$ cat src/rtl/axi_read_resp.sv
// AXI read-channel responder: queues AR requests in order and returns R bursts
// whose data is the beat address replicated across the bus, after a fixed latency.
module axi_read_resp #(
    parameter int AR_DEPTH = 4,
    parameter int LAT      = 2
) (
    input  logic         i_clk,
    input  logic         i_reset_n,
    input  logic [6:0]   arid,
    input  logic [31:0]  araddr,
    input  logic [7:0]   arlen,
    input  logic [2:0]   arsize,
    input  logic [1:0]   arburst,
    input  logic         arvalid,
    output logic         arready,
    output logic [6:0]   rid,
    output logic [255:0] rdata,
    output logic [1:0]   rresp,
    output logic         rlast,
    output logic         rvalid,
    input  logic         rready
);

    localparam int PW = $clog2(AR_DEPTH);
    localparam int CW = PW + 1;
    localparam logic [CW-1:0] DEPTH_C = CW'(AR_DEPTH);
    localparam logic [3:0]    LAT_M1  = (LAT > 0) ? 4'(LAT - 1) : 4'd0;

    localparam logic [1:0] BURST_FIXED = 2'b00;
    localparam logic [1:0] BURST_INCR  = 2'b01;
    localparam logic [1:0] BURST_WRAP  = 2'b10;
    localparam logic [1:0] RESP_OKAY   = 2'b00;
    localparam logic [1:0] RESP_SLVERR = 2'b10;

    typedef struct packed {
        logic [6:0]  id;
        logic [31:0] addr;
        logic [7:0]  len;
        logic [2:0]  size;
        logic [1:0]  burst;
    } ar_t;

    typedef enum logic [1:0] {S_IDLE, S_WAIT, S_BURST} state_t;

    function automatic logic [31:0] next_addr(input logic [31:0] a, input logic [7:0] len,
                                              input logic [2:0] size, input logic [1:0] burst);
        logic [31:0] step;
        logic [31:0] w;
        step = 32'd1 << size;
        w    = (32'(len) + 32'd1) << size;
        case (burst)
            BURST_INCR: next_addr = a + step;
            BURST_WRAP: next_addr = (a & ~(w - 32'd1)) | ((a + step) & (w - 32'd1));
            default:    next_addr = a;
        endcase
    endfunction

    function automatic logic decode_err(input ar_t e);
        logic wrap_len_ok;
        wrap_len_ok = (e.len == 8'd1) || (e.len == 8'd3) || (e.len == 8'd7) || (e.len == 8'd15);
        decode_err  = (e.burst == 2'b11) || (e.size > 3'd5) ||
                      ((e.burst == BURST_WRAP) && !wrap_len_ok);
    endfunction

    function automatic logic [255:0] beat_data(input logic [31:0] a, input logic err);
        beat_data = err ? '0 : {8{a}};
    endfunction

    ar_t           mem_q [AR_DEPTH];
    ar_t           in_req, head;
    logic          head_err, push, pop;

    logic [PW-1:0] wr_ptr_q, wr_ptr_d, rd_ptr_q, rd_ptr_d;
    logic [CW-1:0] count_q, count_d;
    state_t        state_q, state_d;
    logic [3:0]    cnt_q, cnt_d;
    logic [31:0]   addr_q, addr_d;
    logic [7:0]    beat_q, beat_d, len_q, len_d;
    logic [2:0]    size_q, size_d;
    logic [1:0]    burst_q, burst_d;
    logic          err_q, err_d;
    logic          arready_q, arready_d;
    logic          rvalid_q, rvalid_d, rlast_q, rlast_d;
    logic [6:0]    rid_q, rid_d;
    logic [255:0]  rdata_q, rdata_d;
    logic [1:0]    rresp_q, rresp_d;

    assign in_req   = '{id: arid, addr: araddr, len: arlen, size: arsize, burst: arburst};
    assign head     = mem_q[rd_ptr_q];
    assign head_err = decode_err(head);
    assign push     = arvalid && arready_q;
    assign pop      = (state_q == S_IDLE) && (count_q != '0);

    always_comb begin
        // NOTE: every signal gets its hold value first so no path can infer a latch.
        wr_ptr_d  = wr_ptr_q;
        rd_ptr_d  = rd_ptr_q;
        count_d   = count_q;
        state_d   = state_q;
        cnt_d     = cnt_q;
        addr_d    = addr_q;
        beat_d    = beat_q;
        len_d     = len_q;
        size_d    = size_q;
        burst_d   = burst_q;
        err_d     = err_q;
        rvalid_d  = rvalid_q;
        rlast_d   = rlast_q;
        rid_d     = rid_q;
        rdata_d   = rdata_q;
        rresp_d   = rresp_q;

        if (push) wr_ptr_d = wr_ptr_q + PW'(1);
        if (pop)  rd_ptr_d = rd_ptr_q + PW'(1);
        case ({push, pop})
            2'b10:   count_d = count_q + CW'(1);
            2'b01:   count_d = count_q - CW'(1);
            default: count_d = count_q;
        endcase
        // Registered from the post-update count, so a full queue refuses a push
        // even in the cycle its head is popped.
        arready_d = (count_d < DEPTH_C);

        case (state_q)
            S_IDLE: begin
                if (pop) begin
                    addr_d  = head.addr;
                    len_d   = head.len;
                    size_d  = head.size;
                    burst_d = head.burst;
                    err_d   = head_err;
                    beat_d  = 8'd0;
                    rid_d   = head.id;
                    rresp_d = head_err ? RESP_SLVERR : RESP_OKAY;
                    rdata_d = beat_data(head.addr, head_err);
                    rlast_d = (head.len == 8'd0);
                    if (LAT > 0) begin
                        state_d = S_WAIT;
                        cnt_d   = LAT_M1;
                    end else begin
                        state_d  = S_BURST;
                        rvalid_d = 1'b1;
                    end
                end
            end
            S_WAIT: begin
                if (cnt_q == 4'd0) begin
                    state_d  = S_BURST;
                    rvalid_d = 1'b1;
                end else begin
                    cnt_d = cnt_q - 4'd1;
                end
            end
            S_BURST: begin
                if (rvalid_q && rready) begin
                    if (beat_q == len_q) begin
                        rvalid_d = 1'b0;
                        rlast_d  = 1'b0;
                        state_d  = S_IDLE;
                    end else begin
                        addr_d  = next_addr(addr_q, len_q, size_q, burst_q);
                        rdata_d = beat_data(addr_d, err_q);
                        beat_d  = beat_q + 8'd1;
                        rlast_d = ((beat_q + 8'd1) == len_q);
                    end
                end
            end
            default: state_d = S_IDLE;
        endcase
    end

    // NOTE: queue storage carries no reset; entries are only read once count marks them valid.
    always_ff @(posedge i_clk) begin
        if (push) mem_q[wr_ptr_q] <= in_req;
    end

    always_ff @(posedge i_clk or negedge i_reset_n) begin
        if (!i_reset_n) begin
            wr_ptr_q  <= '0;
            rd_ptr_q  <= '0;
            count_q   <= '0;
            state_q   <= S_IDLE;
            cnt_q     <= 4'd0;
            addr_q    <= 32'd0;
            beat_q    <= 8'd0;
            len_q     <= 8'd0;
            size_q    <= 3'd0;
            burst_q   <= BURST_FIXED;
            err_q     <= 1'b0;
            arready_q <= 1'b0;
            rvalid_q  <= 1'b0;
            rlast_q   <= 1'b0;
            rid_q     <= 7'd0;
            rdata_q   <= '0;
            rresp_q   <= RESP_OKAY;
        end else begin
            wr_ptr_q  <= wr_ptr_d;
            rd_ptr_q  <= rd_ptr_d;
            count_q   <= count_d;
            state_q   <= state_d;
            cnt_q     <= cnt_d;
            addr_q    <= addr_d;
            beat_q    <= beat_d;
            len_q     <= len_d;
            size_q    <= size_d;
            burst_q   <= burst_d;
            err_q     <= err_d;
            arready_q <= arready_d;
            rvalid_q  <= rvalid_d;
            rlast_q   <= rlast_d;
            rid_q     <= rid_d;
            rdata_q   <= rdata_d;
            rresp_q   <= rresp_d;
        end
    end

    assign arready = arready_q;
    assign rvalid  = rvalid_q;
    assign rlast   = rlast_q;
    assign rid     = rid_q;
    assign rdata   = rdata_q;
    assign rresp   = rresp_q;

endmodule

$ cat config.mk
export PLATFORM = sky130hd
export DESIGN_NAME = axi_read_resp
export DESIGN_NICKNAME = d
export VERILOG_FILES = /design/src/rtl/axi_read_resp.sv
export SDC_FILE = /design/constraint.sdc
export NUM_CORES = 1
export LEC_CHECK = 0
export ABC_AREA = 1
export ABC_CLOCK_PERIOD_IN_PS = 6300
export BUFFER_PORTS_ARGS = -buffer_cell sky130_fd_sc_hd__buf_2
export CORE_MARGIN = 10
export CORE_UTILIZATION = 61
export CTS_CLUSTER_DIAMETER = 100
export DETAILED_ROUTE_END_ITERATION = 8
export HOLD_SLACK_MARGIN = 0.06
export PLACE_DENSITY = 0.9
export SYNTH_ARGS = -nofsm -noshare
export SYNTH_HDL_FRONTEND = slang
export SYNTH_SLANG_ARGS = --single-unit
$ cat constraint.sdc
create_clock -name i_clk -period 6.3 [get_ports i_clk]
set_input_delay 0.945 -clock i_clk [delete_from_list [all_inputs] [get_ports i_clk]]
set_output_delay 0.945 -clock i_clk [all_outputs]
set_load 0.02 [all_outputs]
## Word-level counts from Yosys, hierarchy flattened

Memory sizes are Yosys's and may differ from the RTL's.
Index checks and enable logic that the tools add are counted.

| word-level totals | value |
|---|---|
| word-level logic and storage cells | 113 |
| flip-flop bits (word level) | 335 |
| input bits | 56 |
| output and inout bits | 268 |
| bits in writable memories | 208 |
| memories kept | 1 |

Memories:

| name | words | bits a word | rd ports | clocked after Yosys merged registers in | wr ports | line | text |
|---|---|---|---|---|---|---|---|
| mem_q | 4 | 52 | 1 | 0 | 1 | 69 | `ar_t mem_q [AR_DEPTH];` |

| operators by class | value |
|---|---|
| reductions and logical operators | 23 |
| mux-type cells | 35 |
| shift operators | 2 |
| order comparisons | 2 |
| equal/unequal tests | 20 |
| add/subtract/negate cells | 9 |
| bitwise gates (word level) | 4 |

Operators by type and width:

| kind | number |
|---|---|
| 2-to-1 mux 256 bit | 5 |
| one-hot mux 256 bit (2 select lines) | 1 |
| one-hot mux 32 bit (2 select lines) | 2 |
| 2-to-1 mux 32 bit | 3 |
| AND 32 bit | 2 |
| adder 32 bit | 1 |
| inverter 32 bit | 1 |
| OR 32 bit | 1 |
| left shift 1 x 3 -> 32 bit (first input constant) | 1 |
| left shift 9 x 3 -> 32 bit | 1 |
| subtractor 32 x 1 -> 32 bit (second input constant) | 1 |
| 2-to-1 mux 8 bit | 3 |
| equality test 8 bit | 2 |
| one-hot mux 8 bit (2 select lines) | 1 |
| != test 2 bit (second input constant) | 6 |
| AND reduction 4 bit | 3 |
| equality test 2 bit (second input constant) | 5 |
| 2-to-1 mux 2 bit | 5 |
| adder 8 x 1 -> 9 bit (second input constant) | 1 |
| adder 8 x 1 -> 8 bit (second input constant) | 1 |
| equality test 8 x 1 -> 1 bit (second input constant) | 1 |
| equality test 8 x 2 -> 1 bit (second input constant) | 1 |
| equality test 8 x 3 -> 1 bit (second input constant) | 1 |
| equality test 8 x 4 -> 1 bit (second input constant) | 1 |
| 23 further kinds | 45 |

## Depth between registers and ports, before layout

| logic depth | value |
|---|---|
| depth in word-level cells | 11 |
| depth in mapped cells | 24 |

## Worst setup path after synthesis

Ideal clock, no wire load.

| path | value |
|---|---|
| path kind | in2reg |
| from | in arvalid |
| to | mem mem_q[0][0] in the netlist's numbering (enable) |
| stages | 2 |
| data required time | 5838 ps |
| setup time | 462 ps |
| path slack | 2525 ps |
| arrival time | 3313 ps |
| cell sequence | nand2_1 nor2_1 |

| between the ends | value |
|---|---|
| cells in the longest elaborated chain, start to end | 3 |

Ends and longest elaborated chain:

| item | line | text |
|---|---|---|
| start: declaration | 14 | `input logic arvalid,` |
| logical AND 1 bit | 91 | `assign push = arvalid && arready_q;` |
| 2-to-1 mux 1 bit | 174 | `if (push) mem_q[wr_ptr_q] <= in_req;` |
| 2-to-1 mux 1 bit (not written as such) | 174 |  |
| end: declaration | 69 |  |

No other way between the ends.

## Final worst setup path

| path | value |
|---|---|
| from | reg rd_ptr_q[1] |
| to | reg rdata_q[241] (netlist: rdata[241]) |

| between the ends | value |
|---|---|
| cells in the longest elaborated chain, start to end | 11 |
| elaborated cells between the ends (all ways) | 18 |

Ends and longest elaborated chain:

| item | line | text |
|---|---|---|
| start: declaration | 73 | `logic [PW-1:0] wr_ptr_q, wr_ptr_d, rd_ptr_q, rd_ptr_d;` |
| start signal: assignment | 198 | `rd_ptr_q <= rd_ptr_d;` |
| memory (4 x 52 bit) (*) | - |  |
| equality test 8 x 1 -> 1 bit or equality test 8 x 2 -> 1 bit (tied branches) | 60 | `wrap_len_ok = (e.len == 8'd1) \|\| (e.len == 8'd3) \|\| (e.len == 8'd7) \|\| (e.len == 8'd15);` |
| logical OR 1 bit (3 in series) | 60 |  |
| logical NOT 1 bit | 62 | `((e.burst == BURST_WRAP) && !wrap_len_ok);` |
| logical AND 1 bit | 62 |  |
| logical OR 1 bit | 61 | `decode_err = (e.burst == 2'b11) \|\| (e.size > 3'd5) \|\|` |
| 2-to-1 mux 256 bit (*) | 66 | `beat_data = err ? '0 : {8{a}};` |
| 2-to-1 mux 256 bit (*) | 126 | `if (pop) begin` |
| one-hot mux 256 bit (2 select lines) (*) | 124 | `case (state_q)` |
| end signal: assignment | 212 | `rdata_q <= rdata_d;` |
| end: declaration | 85 | `logic [255:0] rdata_q, rdata_d;` |

Mark *: on every way between the ends. The rest lies on a longest branch, timed or not. The select of a mux whose other input is x is not followed.
A chain may end at the register's enable or synchronous reset.

==> impl_metrics.json <==
{
  "floorplan.die.width_um": 193,
  "synthMostInstantiatedCell": "sky130_fd_sc_hd__nand2_1",
  "timing.critical_path.fanout_max": 32,
  "layout-area-overhead-vs-synth_pct": 6.46,
  "ys_types": 55,
  "clock_tree_from_tritoncts": "built",
  "slew_violations": 0,
  "die-area_um2": 37100,
  "first_pass_grt_wire_length_um": 75300,
  "cts-root-buf": "sky130_fd_sc_hd__clkbuf_16",
  "drt-wirelength-per-cell_um": 19.3,
  "fill_cells": 2224,
  "violation_count_after_the_first_detailed_route_iteration": 1788,
  "core_area_um2": 29600,
  "grt_start_max_net_pins": 84,
  "yosys_register_bits": 317,
  "place.detailed.hpwl_um": 32800,
  "fin_nets": 2200,
  "timing.setup.tns_ns": 0,
  "max_cap_viol_count": 0,
  "final-seq-area_um2": 8970,
  "maxSlewHeadroom_pct": 14.3,
  "worstSkewPairLatency_ns": 0.57,
  "async_reset_ff_share_pct": 34.4,
  "layout-drive-gt1-share_pct": 22.2,
  "synthesis.area_per_instance_um2": 8.79,
  "via_count_of_the_first_global_routing_pass": 14235,
  "ys_top_cells_by_area": "sky130_fd_sc_hd__edfxtp_1 (34%), sky130_fd_sc_hd__dfrtp_1 (15%), sky130_fd_sc_hd__buf_4 (9.6%)",
  "hold_viol_final": 0,
  "rsz0062_at_grt": "no",
  "initial_core_utilization_pct": 61.5,
  "mappedNetlistArea_um2": 18200,
  "synthFlopType": "sky130_fd_sc_hd__edfxtp_1",
  "irDropWorstVdd_mv": 0.434,
  "p_per_area_nw_per_um2": 546,
  "worst-endpoint-required_ns": 6.79,
  "gp_congestion": 0.951,
  "critical_path.startpoint_type": "flop",
  "worst-endpoint-arrival_ns": 4.37,
  "finish.cell_count_without_fillers": 2540,
  "drtPass1Iterations": 6,
  "final_cell_area_um2": 19400,
  "clock_skew_ns": 0.0144,
  "synthesized_netlist_net_count": 2147,
  "worstMarginPinSlew_ns": 1.28,
  "via_cell_ratio": 5.87,
  "clock-sinks": 317,
  "synth.cells.most_frequent": "sky130_fd_sc_hd__nand2_1 (351), sky130_fd_sc_hd__nor2_1 (273), sky130_fd_sc_hd__buf_4 (233)",
  "synth.yosys.warnings": 0,
  "cts.repair.resized": 0,
  "post-synth-top-area-fraction_pct": 34.3,
  "finalHoldWorstSlack_ns": 0.458,
  "path_class": "reg2reg",
  "setup_violations": 0,
  "cts_hold_buf": 0,
  "finish.utilization_pct": 65.5,
  "overflow": 0,
  "leakagePower_uw": 0.00859,
  "routed-via-count": 14920,
  "post_cts.repair.setup_buffers": 0,
  "grt_antenna_before_repair": 3,
  "h-tree-depth": 1,
  "timing.critical_path.to_type": "flop",
  "r2r.worst_path.cells": 11,
  "ant_nets": 0,
  "run_status": "finished, final reports clean",
  "clk_transition_reported_paths_ns": 0.06,
  "placementRows": 63,
  "fmaxAchievable_ghz": 0.258,
  "multi_input_comb_area_um2": 6600,
  "io_buffers": 322,
  "route.final.wire_length_um": 49100,
  "numPlacedInstances": 2478,
  "die-height_um": 193,
  "synth_edf_count": 208,
  "finalCriticalPeriod_ns": 3.88,
  "cts-buffers-inserted": 31,
  "cts_buffer_depth": 3,
  "remaining_drc_errors": 0,
  "synth-seq-area-share_pct": 49.3,
  "synth_top_cell_by_area": "sky130_fd_sc_hd__edfxtp_1",
  "io-pin-count": 324,
  "postSynthCellCount": 2069,
  "globalRouteTotalUtil_pct": 25.1,
  "dpl-instance-area_um2": 18300,
  "hold_path_class": "in2async",
  "post-route-period-util_pct": 61.5
}
-- sequential cells by signal (all words and copies together), names as in the netlist, 2 cells and up --
register / cells
addr_q: 32
beat_q: 8
burst_q: 2
cnt_q: 4
count_q: 3
len_q: 8
mem_q: 208
rd_ptr_q: 2
rdata: 32
rid: 7
size_q: 3
state_q: 2
wr_ptr_q: 2
-- layer usage --
layer  part of all wire, %  GRT usage, %  vias up
met5                 0.053             0        -
met4                   2.6          9.30        4
met3                    12          4.37      120
met2                    49          42.0      957
met1                    37          32.1     7030
li1                      -             -     6809
-- logic make-up after synthesis --
group,after synthesis,share of synthesized area [%]
other,1,0.0206
flip-flops,317,49.3
AO/OA/AOI/OAI,345,10.8
XOR/XNOR,46,2.21
multiplexers,1,0.0619
adder cells (fa/ha/maj),22,1.60
AND/OR/NAND/NOR,874,21.4
buffers and inverters,463,14.6
-- final timing paths --
check | startpoint | endpoint | slack [ns]
setup / recovery | rd_ptr_q[1] | rdata[241] | 2.42
hold / removal | i_reset_n | rid[0] | 0.46
setup reg to reg | rd_ptr_q[1] | rdata[241] | 2.42
hold reg to reg | addr_q[30] | addr_q[30] | 0.52
max in group asynchronous | i_reset_n | rd_ptr_q[0] | 4.59
min in group i_clk | addr_q[30] | addr_q[30] | 0.52
-- stage by stage --
step           power, µW  setup WS (ns)
3_3_place_gp        8460           2.58
5_1_grt            11200           2.10
2_1_floorplan       7820           2.53
6_report           10600           2.42
4_1_cts            10500           2.45
3_5_place_dp        8640           2.45
-- critical path, stage by stage, from the launching register on --
cell and delay [ns]:
sky130_fd_sc_hd__dfrtp_1 0.38, sky130_fd_sc_hd__inv_1 0.85, sky130_fd_sc_hd__buf_4 0.46, sky130_fd_sc_hd__a32o_1 0.27, sky130_fd_sc_hd__nand4_1 0.12, sky130_fd_sc_hd__o31ai_1 0.29, sky130_fd_sc_hd__nand2_1 0.16, sky130_fd_sc_hd__inv_1 0.83
sky130_fd_sc_hd__nand2_1 0.16, sky130_fd_sc_hd__nand2_1 0.13, sky130_fd_sc_hd__nand2_1 0.06, sky130_fd_sc_hd__nand2_1 0.08
-- where the power goes --
part / switching [µW] / internal [µW] / total [µW] / leakage, µW
logic: 4010 / 1710 / 5730 / 0.00494
clock network: 800 / 1050 / 1850 / 0.000489
registers: 481 / 2520 / 3010 / 0.00315
-- area by class of cell --
cell class / instances / share of cell area, %
diodes: 3 / 0.0388
repair buffers: 339 / 8.99
inverters: 144 / 2.80
multi-input cells: 1289 / 34.1
clock inverters: 16 / 0.782
well taps: 390 / 2.52
clock buffers: 42 / 4.45
flip-flops and latches: 317 / 46.3
-- cell usage in the layout (no fill, tap or decap), types with 27 or more instances in the layout --
cell,instances
sky130_fd_sc_hd__nor3_1,27
sky130_fd_sc_hd__a21oi_1,98
sky130_fd_sc_hd__o21ai_0,154
sky130_fd_sc_hd__buf_2,321
sky130_fd_sc_hd__nand3_1,138
sky130_fd_sc_hd__dfrtp_1,108
sky130_fd_sc_hd__nor2_1,268
sky130_fd_sc_hd__xor2_1,38
sky130_fd_sc_hd__clkbuf_16,31
sky130_fd_sc_hd__edfxtp_1,208
sky130_fd_sc_hd__inv_1,135
sky130_fd_sc_hd__nand2_1,350
(Power assumes the default switching activity.)
